`config.mk`:
```
export PLATFORM = sky130hd
export DESIGN_NAME = flag_pipe_unit
export DESIGN_NICKNAME = d
export VERILOG_FILES = /design/src/rtl/flag_pipe_unit.sv
export SDC_FILE = /design/constraint.sdc
export NUM_CORES = 1
export LEC_CHECK = 0
export CAP_MARGIN = 10
export CORE_AREA = 2 2 52 54
export CTS_CLUSTER_DIAMETER = 50
export DETAILED_ROUTE_END_ITERATION = 7
export DIE_AREA = 0 0 54 56
export MAX_ROUTING_LAYER = met4
export PLACE_DENSITY = 0.9
export SLEW_MARGIN = 20
export SYNTH_ARGS = -nofsm -noshare
export SYNTH_HDL_FRONTEND = slang
export SYNTH_SLANG_ARGS = --single-unit
```
`constraint.sdc`:
```
create_clock -name clk -period 3.4 [get_ports clk]
set_clock_uncertainty 0.15 [all_clocks]
set_input_delay 0.68 -clock clk [delete_from_list [all_inputs] [get_ports clk]]
set_output_delay 0.68 -clock clk [all_outputs]
set_load 0.1 [all_outputs]
```
`src/rtl/flag_pipe_unit.sv`:
```
// Two-stage condition-flag pipeline: stage 1 registers sliced zero-detect and raw ALU
// status bits, stage 2 reduces them and commits {N,Z,V,C} into the architectural flags.
module flag_pipe_unit #(
    parameter int WIDTH = 64,
    parameter int CHUNK = 16
) (
    input  logic             clk,
    input  logic             reset,
    input  logic             in_valid,
    input  logic             set_flags,
    input  logic [WIDTH-1:0] result,
    input  logic             carry_in,
    input  logic             overflow_in,
    input  logic             stall,
    input  logic             flush,
    output logic [3:0]       flags,
    output logic             flags_update
);

    localparam int NCHUNK = WIDTH / CHUNK;

    // in_valid qualifies result/carry_in/overflow_in/set_flags for one cycle; there is no
    // backpressure, so while stall is high the upstream must not expect in_valid to be taken.
    logic [NCHUNK-1:0] slice_zero;
    logic [NCHUNK-1:0] zero1;
    logic              msb1;
    logic              carry1;
    logic              ovf1;
    logic              valid1;
    logic              set1;

    logic              z_flag;
    logic [3:0]        next_flags;
    logic              commit;

    // Each slice is a narrow NOR so the full-width zero test splits across the register.
    for (genvar i = 0; i < NCHUNK; i++) begin : g_slice
        assign slice_zero[i] = ~(|result[i*CHUNK +: CHUNK]);
    end

    always_ff @(posedge clk or negedge reset) begin
        if (!reset) begin
            zero1  <= '0;
            msb1   <= 1'b0;
            carry1 <= 1'b0;
            ovf1   <= 1'b0;
            valid1 <= 1'b0;
            set1   <= 1'b0;
        end else if (flush) begin
            // flush beats stall: the held entry dies and the incoming one is dropped
            valid1 <= 1'b0;
            set1   <= 1'b0;
        end else if (!stall) begin
            zero1  <= slice_zero;
            msb1   <= result[WIDTH-1];
            carry1 <= carry_in;
            ovf1   <= overflow_in;
            valid1 <= in_valid;
            set1   <= set_flags;
        end
    end

    always_comb begin
        z_flag     = &zero1;
        next_flags = {msb1, z_flag, ovf1, carry1};
        commit     = valid1 & set1 & ~stall & ~flush;
    end

    always_ff @(posedge clk or negedge reset) begin
        if (!reset) begin
            flags        <= 4'b0000;
            flags_update <= 1'b0;
        end else begin
            flags_update <= commit;
            if (commit) begin
                flags <= next_flags;
            end
        end
    end

endmodule

```
==> metrics.txt, run 1 <==
PwrDens 303 nW/um^2; RSZ-0062 raised after global routing no; Worst-Skew Late Latency about 0.27 ns; critical path startpoint category input pin; clk root buf clkbuf_4; Slew HR 0.598; final number of hold-violating endpoints 0; CTS hold repair buffers 0; cell row count 18; setup TNS 0 ns; CTS Buffer Depth 2; worst min path class flop to flop; Vias 806; worst endpoint required time 3.41 ns; die height 56 um; CTS resizes 0; initial antenna violation count 0; max_cap viols 0; die area 3020 sq um; flop-to-flop setup slack 2.19 ns; Final ANT Viol Nets 0; CP cell instances clkdlybuf4s50_1, or2_1, nor2_4, mux2_4; Worst R2R Start valid1$_DFFE_PN0P_; first-pass GRT wire length 3530 um; number of setup violations in the final report 0; Synth async-reset ratio 1.00; DP HPWL 1960 um; fraction of layout cells with a size suffix above 1 0.109; worst slew pin tran roughly 0.6 ns; Mapped Cells 60; Final GP Congestion 0.656; Vias/cell 4.83; final period utilization 0.627; slowest cell on the critical path clkdlybuf4s50_1; Ports 77; Pleak 0.573 nW; Ys Warns 0; cell area after layout 1470 sq um; Pins Over Slew Limit 0; mux cell area share after synthesis 0.145; Post-Synth Adder-Cell Area 0; area grow syn2layout 116%; ys flop type dfrtp_1; largest net degree at the start of global routing 15; Post-DP Area 1440 sq um; CP Depth 4; Critical Path Sink flags[0]$_DFFE_PN0P_; average size of a mapped cell ~11 sq um; top post-synthesis cells by count 16 x nor4_1, 14 x dfrtp_1, 5 x nand2_1, 5 x nand4_1, 5 x o21ai_0; mapped cell area between 600 and 700 sq um; status complete, no violations; Crit path max-delay family simple AND/OR/NAND/NOR gates; Period minus WS final 2.13 ns; most common cell in the netlist nor4_1; core area ~2400 sq um; crit end category flop; Worst R2R End flags[0]$_DFFE_PN0P_; Synth cell types 13; number of global-route vias before repair roughly 860; CP peak stage delay 0.46 ns; Highest Clock Rate 0.469 GHz; # DRC 0; post-synth top area share 0.516; drt wl/cell between 10 and 15 um; Starting Density 0.279; main combinational cell family by area after synthesis simple AND/OR/NAND/NOR gates; cell type with the largest total area after synthesis dfrtp_1; CTS buffer count 3; DR pass1 iterations 4; Mapped Nets 132; Crit path arrival time 2.14 ns; post-synthesis compound-gate area fraction 0.0479; CP bufs+invs 1; Buffers on Ports 76; Seq cells post-synth 14; Post-synth EDFFs 0; CP Max Fanout 14; setup bufs post-CTS 0; Synth Area in Simple Gates 0.258; worst reg2reg path depth 3; post-synthesis xor/xnor area fraction 0; Final #Nets 211; register area share after synthesis 0.516; GRT Total Usage 0.167; CP startpoint stall; Reg clk slew, reported paths 0.07 ns; Antenna Cells 0; final wirelength 2160 um; H-tree depth 1; CTS tree built; Max VDD drop 0.226 mV; chip width 54 um; Setup CP Type input pin to flop; Worst Hold Launch zero1[1]$_DFFE_PN0P_; CTS sink cnt 14; DRT iter0 DRCs 8; top cells by area, synth dfrtp_1 52%, nor4_1 15%, mux2_4 6.6%; total grt overflow 0
[layout make-up]
class | instances | area [sq um]
Fill cell | 207 | 967
Timing Repair Buffer | 76 | 748
Sequential cell | 14 | 350
Multi-Input combinational cell | 44 | 307
Tap cell | 30 | 37.5
Clock buffer | 3 | 22.5
[power breakdown]
part | total [mW] | internal (mW) | switching (mW) | leakage, nW
clock network | 0.0866 | 0.0410 | 0.0456 | 0.0138
logic | 0.171 | 0.0949 | 0.0758 | 0.374
registers | 0.187 | 0.180 | 0.00742 | 0.185
total | 0.444 | 0.316 | 0.129 | 0.573
[worst min-delay path by stage]
stage / to / slack (ns) / depth (start not counted)
detailed placement: zero1[1]$_DFFE_PN0P_ / 0.32 / 2
global placement: zero1[1]$_DFFE_PN0P_ / 0.31 / 2
global route: zero1[3]$_DFFE_PN0P_ / 0.38 / 2
finish: zero1[1]$_DFFE_PN0P_ / 0.34 / 2
CTS: zero1[1]$_DFFE_PN0P_ / 0.34 / 2
floorplan: carry1$_DFFE_PN0P_ / 0.23 / 0
[metal layers]
metal  vias up  routed length (um)  part of all wire  GRT usage
met5         -                   0                 0          -
met4         0                  34             0.016     0.0643
met3         4                 221              0.10     0.0645
met2        53                1120              0.52      0.287
met1       358                 780              0.36      0.164
li1        391                   -                 -          -
[metrics by stage]
stage | worst slack [ns] | util | hold slack [ns] | instances | total power [mW]
3_5_place_dp | 0.977 | 0.593 | 0.320 | 164 | 0.363
2_1_floorplan | 1.64 | - | 0.234 | 60 | 0.263
5_1_grt | 1.19 | 0.602 | 0.377 | 167 | 0.467
6_report | 1.27 | 0.602 | 0.336 | 167 | 0.444
3_3_place_gp | 1.03 | 0.593 | 0.311 | 164 | 0.358
4_1_cts | 1.27 | 0.602 | 0.337 | 167 | 0.450
[worst register-to-register path, cell delays in order (launching register included)]
cell and delay [ns]:
dfrtp_1 0.35, nand2_1 0.12, nor2_4 0.17, mux2_4 0.32
[layout by cell type, fill, tap and decap left out]
master            n
nor2_1            2
or2_1             1
o21ai_0           5
mux2_2            3
nand4_1           5
buf_4             5
clkbuf_4          3
nor4_1           16
mux2i_1           2
mux2_4            3
o31ai_1           1
dfrtp_1          14
nand2_1           5
nor2_4            1
clkdlybuf4s50_1  71
[flip-flops by register name, indices dropped and copies added (netlist names)]
signal        cells
flags             4
carry1            1
valid1            1
ovf1              1
zero1             4
msb1              1
flags_update      1
set1              1
[cells by family (layout without fill, tap and decap cells)]
| family | Yosys count | in the layout |
|---|---|---|
| compound gates | 6 | 6 |
| flops | 14 | 14 |
| simple gates | 30 | 30 |
| buf+inv | 2 | 79 |
| mux | 8 | 8 |
Power figures use the tool's default switching activity.
==> run 2: changes to the inputs <==
--- a/config.mk
+++ b/config.mk
@@ -6,12 +6,12 @@
 export NUM_CORES = 1
 export LEC_CHECK = 0
 export CAP_MARGIN = 10
-export CORE_AREA = 2 2 52 54
+export CORE_AREA = 2 2 57 59
 export CTS_CLUSTER_DIAMETER = 50
 export DETAILED_ROUTE_END_ITERATION = 7
-export DIE_AREA = 0 0 54 56
+export DIE_AREA = 0 0 59 61
 export MAX_ROUTING_LAYER = met4
-export PLACE_DENSITY = 0.9
+export PLACE_DENSITY = 0.8
 export SLEW_MARGIN = 20
 export SYNTH_ARGS = -nofsm -noshare
 export SYNTH_HDL_FRONTEND = slang
==> constraint.sdc (replaced) <==
create_clock -name clk -period 1.7 [get_ports clk]
set_clock_uncertainty 0.15 [all_clocks]
set_input_delay 0.34 -clock clk [delete_from_list [all_inputs] [get_ports clk]]
set_output_delay 0.34 -clock clk [all_outputs]
set_load 0.1 [all_outputs]
==> run 2 against run 1 <==
Non-clock buffer count rose by 5. Sequential power rose by 100%. Power rose by 120%. Global-route usage fell by 3.1 points. Worst hold slack got worse by 0.11 ns. Sequential share of layout area fell by 2.0 points. Flip-flop and latch count did not move. Highest routed layer unchanged. Via count rose by 1.7%. Final area rose by 8.9%. Critical path depth did not move. Combinational power rose by 130%.
==> metrics.txt, run 2 (synthesis gave the netlist of run 1 again) <==
status complete, no violations; Overall Power 0.999 mW; clk root buf clkbuf_4; CP startpoint stall; worst slew pin tran around 0.25 ns; Final #Nets 216; Setup CP Type input pin to flop; number of global-route vias before repair 885; most frequent cells in the layout 71 x clkdlybuf4s50_1, 16 x nor4_1, 14 x dfrtp_1, 6 x buf_12; Starting Density 0.230; worst endpoint required time 1.70 ns; chip width 59 um; max_cap viols 0; setup bufs post-CTS 0; Fillers between 200 and 300; Worst-Skew Late Latency 0.27 ns; Reg area 350 sq um; CTS buffer count 3; DRT iter0 DRCs 6; # DRC 0; cell row count 20; worst min path class input pin to asynchronous set/reset pin; area used by multi-input combinational logic 307 sq um; GRT Total Usage 0.136; flop-to-flop setup slack 0.47 ns; CTS Buffer Depth 2; DR pass1 iterations 2; Max VDD drop 0.209 mV; CTS hold repair buffers 0; Vias/cell 4.66; CP Max Fanout 4; area grow syn2layout 135%; Highest Clock Rate 0.629 GHz; Worst R2R Start valid1$_DFFE_PN0P_; PwrDens 626 nW/um^2; initial antenna violation count 0; Final GP Congestion 0.691; worst reg2reg path depth 3; die area between 3000 and 4000 sq um; die height 61 um; Reg clk slew, reported paths 0.08 ns; Antenna Cells 0; Vias 820; Pleak 0.624 nW; RSZ-0062 raised after global routing no; drt wl/cell roughly 13 um; largest net degree at the start of global routing 15; Crit path arrival time 1.59 ns; crit end category flop; number of setup violations in the final report 0; total grt overflow 0; setup TNS 0 ns; first-pass GRT wire length 3530 um; core area 2950 sq um; Pins Over Slew Limit 0; most common cell after layout, fill and taps aside clkdlybuf4s50_1; Largest regs flags x4, zero1 x4; DP HPWL 2090 um; Worst R2R End flags[0]$_DFFE_PN0P_; Period minus WS final 1.59 ns; final number of hold-violating endpoints 0; CTS resizes 0; critical path startpoint category input pin; fraction of layout cells with a size suffix above 1 0.147; CTS sink cnt 14; Final ANT Viol Nets 0; H-tree depth 1; final period utilization 0.935; Slew HR 0.834; final wirelength 2230 um; CTS tree built; Critical Path Sink flags[0]$_DFFE_PN0P_; Buffers on Ports 76; Ports 77
run 2: cell count changes in the layout (fill, tap and decap cells not counted):
cell | before | now
buf_12 | 0 | 6
buf_4 | 5 | 4
clkbuf_8 | 0 | 1
run 2: layout make-up:
cell class / count / share of cell area
Clock buffer: 4 / 0.0227
Multi-Input combinational cell: 44 / 0.192
Sequential cell: 14 / 0.220
Tap cell: 33 / 0.0259
Timing Repair Buffer: 81 / 0.540
run 2: worst max-delay path, stage by stage:
cell	delay (ns)
clkdlybuf4s50_1	0.42
or2_1	0.32
nor2_4	0.20
mux2_4	0.31
run 2: worst min path at each step:
stage                          from              endpoint  slack (ns)  depth (start not counted)
2_1_floorplan                 reset    carry1$_DFFE_PN0P_       -0.11                          0
3_3_place_gp   zero1[2]$_DFFE_PN0P_  zero1[2]$_DFFE_PN0P_        0.32                          2
3_5_place_dp   zero1[1]$_DFFE_PN0P_  zero1[1]$_DFFE_PN0P_        0.32                          2
4_1_cts                       reset      set1$_DFFE_PN0P_        0.23                          2
5_1_grt                       reset      set1$_DFFE_PN0P_        0.23                          2
6_report                      reset      set1$_DFFE_PN0P_        0.23                          2
run 2: layer usage:
metal / up-vias / global-route usage / wire length [um] / part of all wire
met5: - / - / 0 / 0
met4: 0 / 0.0390 / 24 / 0.011
met3: 2 / 0.0362 / 206 / 0.092
met2: 49 / 0.252 / 1200 / 0.54
met1: 364 / 0.140 / 799 / 0.36
li1: 405 / - / - / -
run 2: through the flow:
step / util / setup WS (ns) / cells / instance area [sq um] / hold slack [ns]
2_1_floorplan: - / 0.273 / 60 / 679 / -0.106
3_5_place_dp: 0.528 / -0.175 / 172 / 1560 / 0.323
4_1_cts: 0.540 / 0.105 / 176 / 1600 / 0.229
5_1_grt: 0.540 / 0.0900 / 176 / 1600 / 0.229
6_report: 0.540 / 0.111 / 176 / 1600 / 0.228
3_3_place_gp: 0.528 / -0.152 / 172 / 1560 / 0.315
run 2: power breakdown:
part	total (mW)	switching [mW]	internal, mW
clock network	0.228	0.0984	0.130
logic	0.389	0.155	0.234
registers	0.382	0.0228	0.359
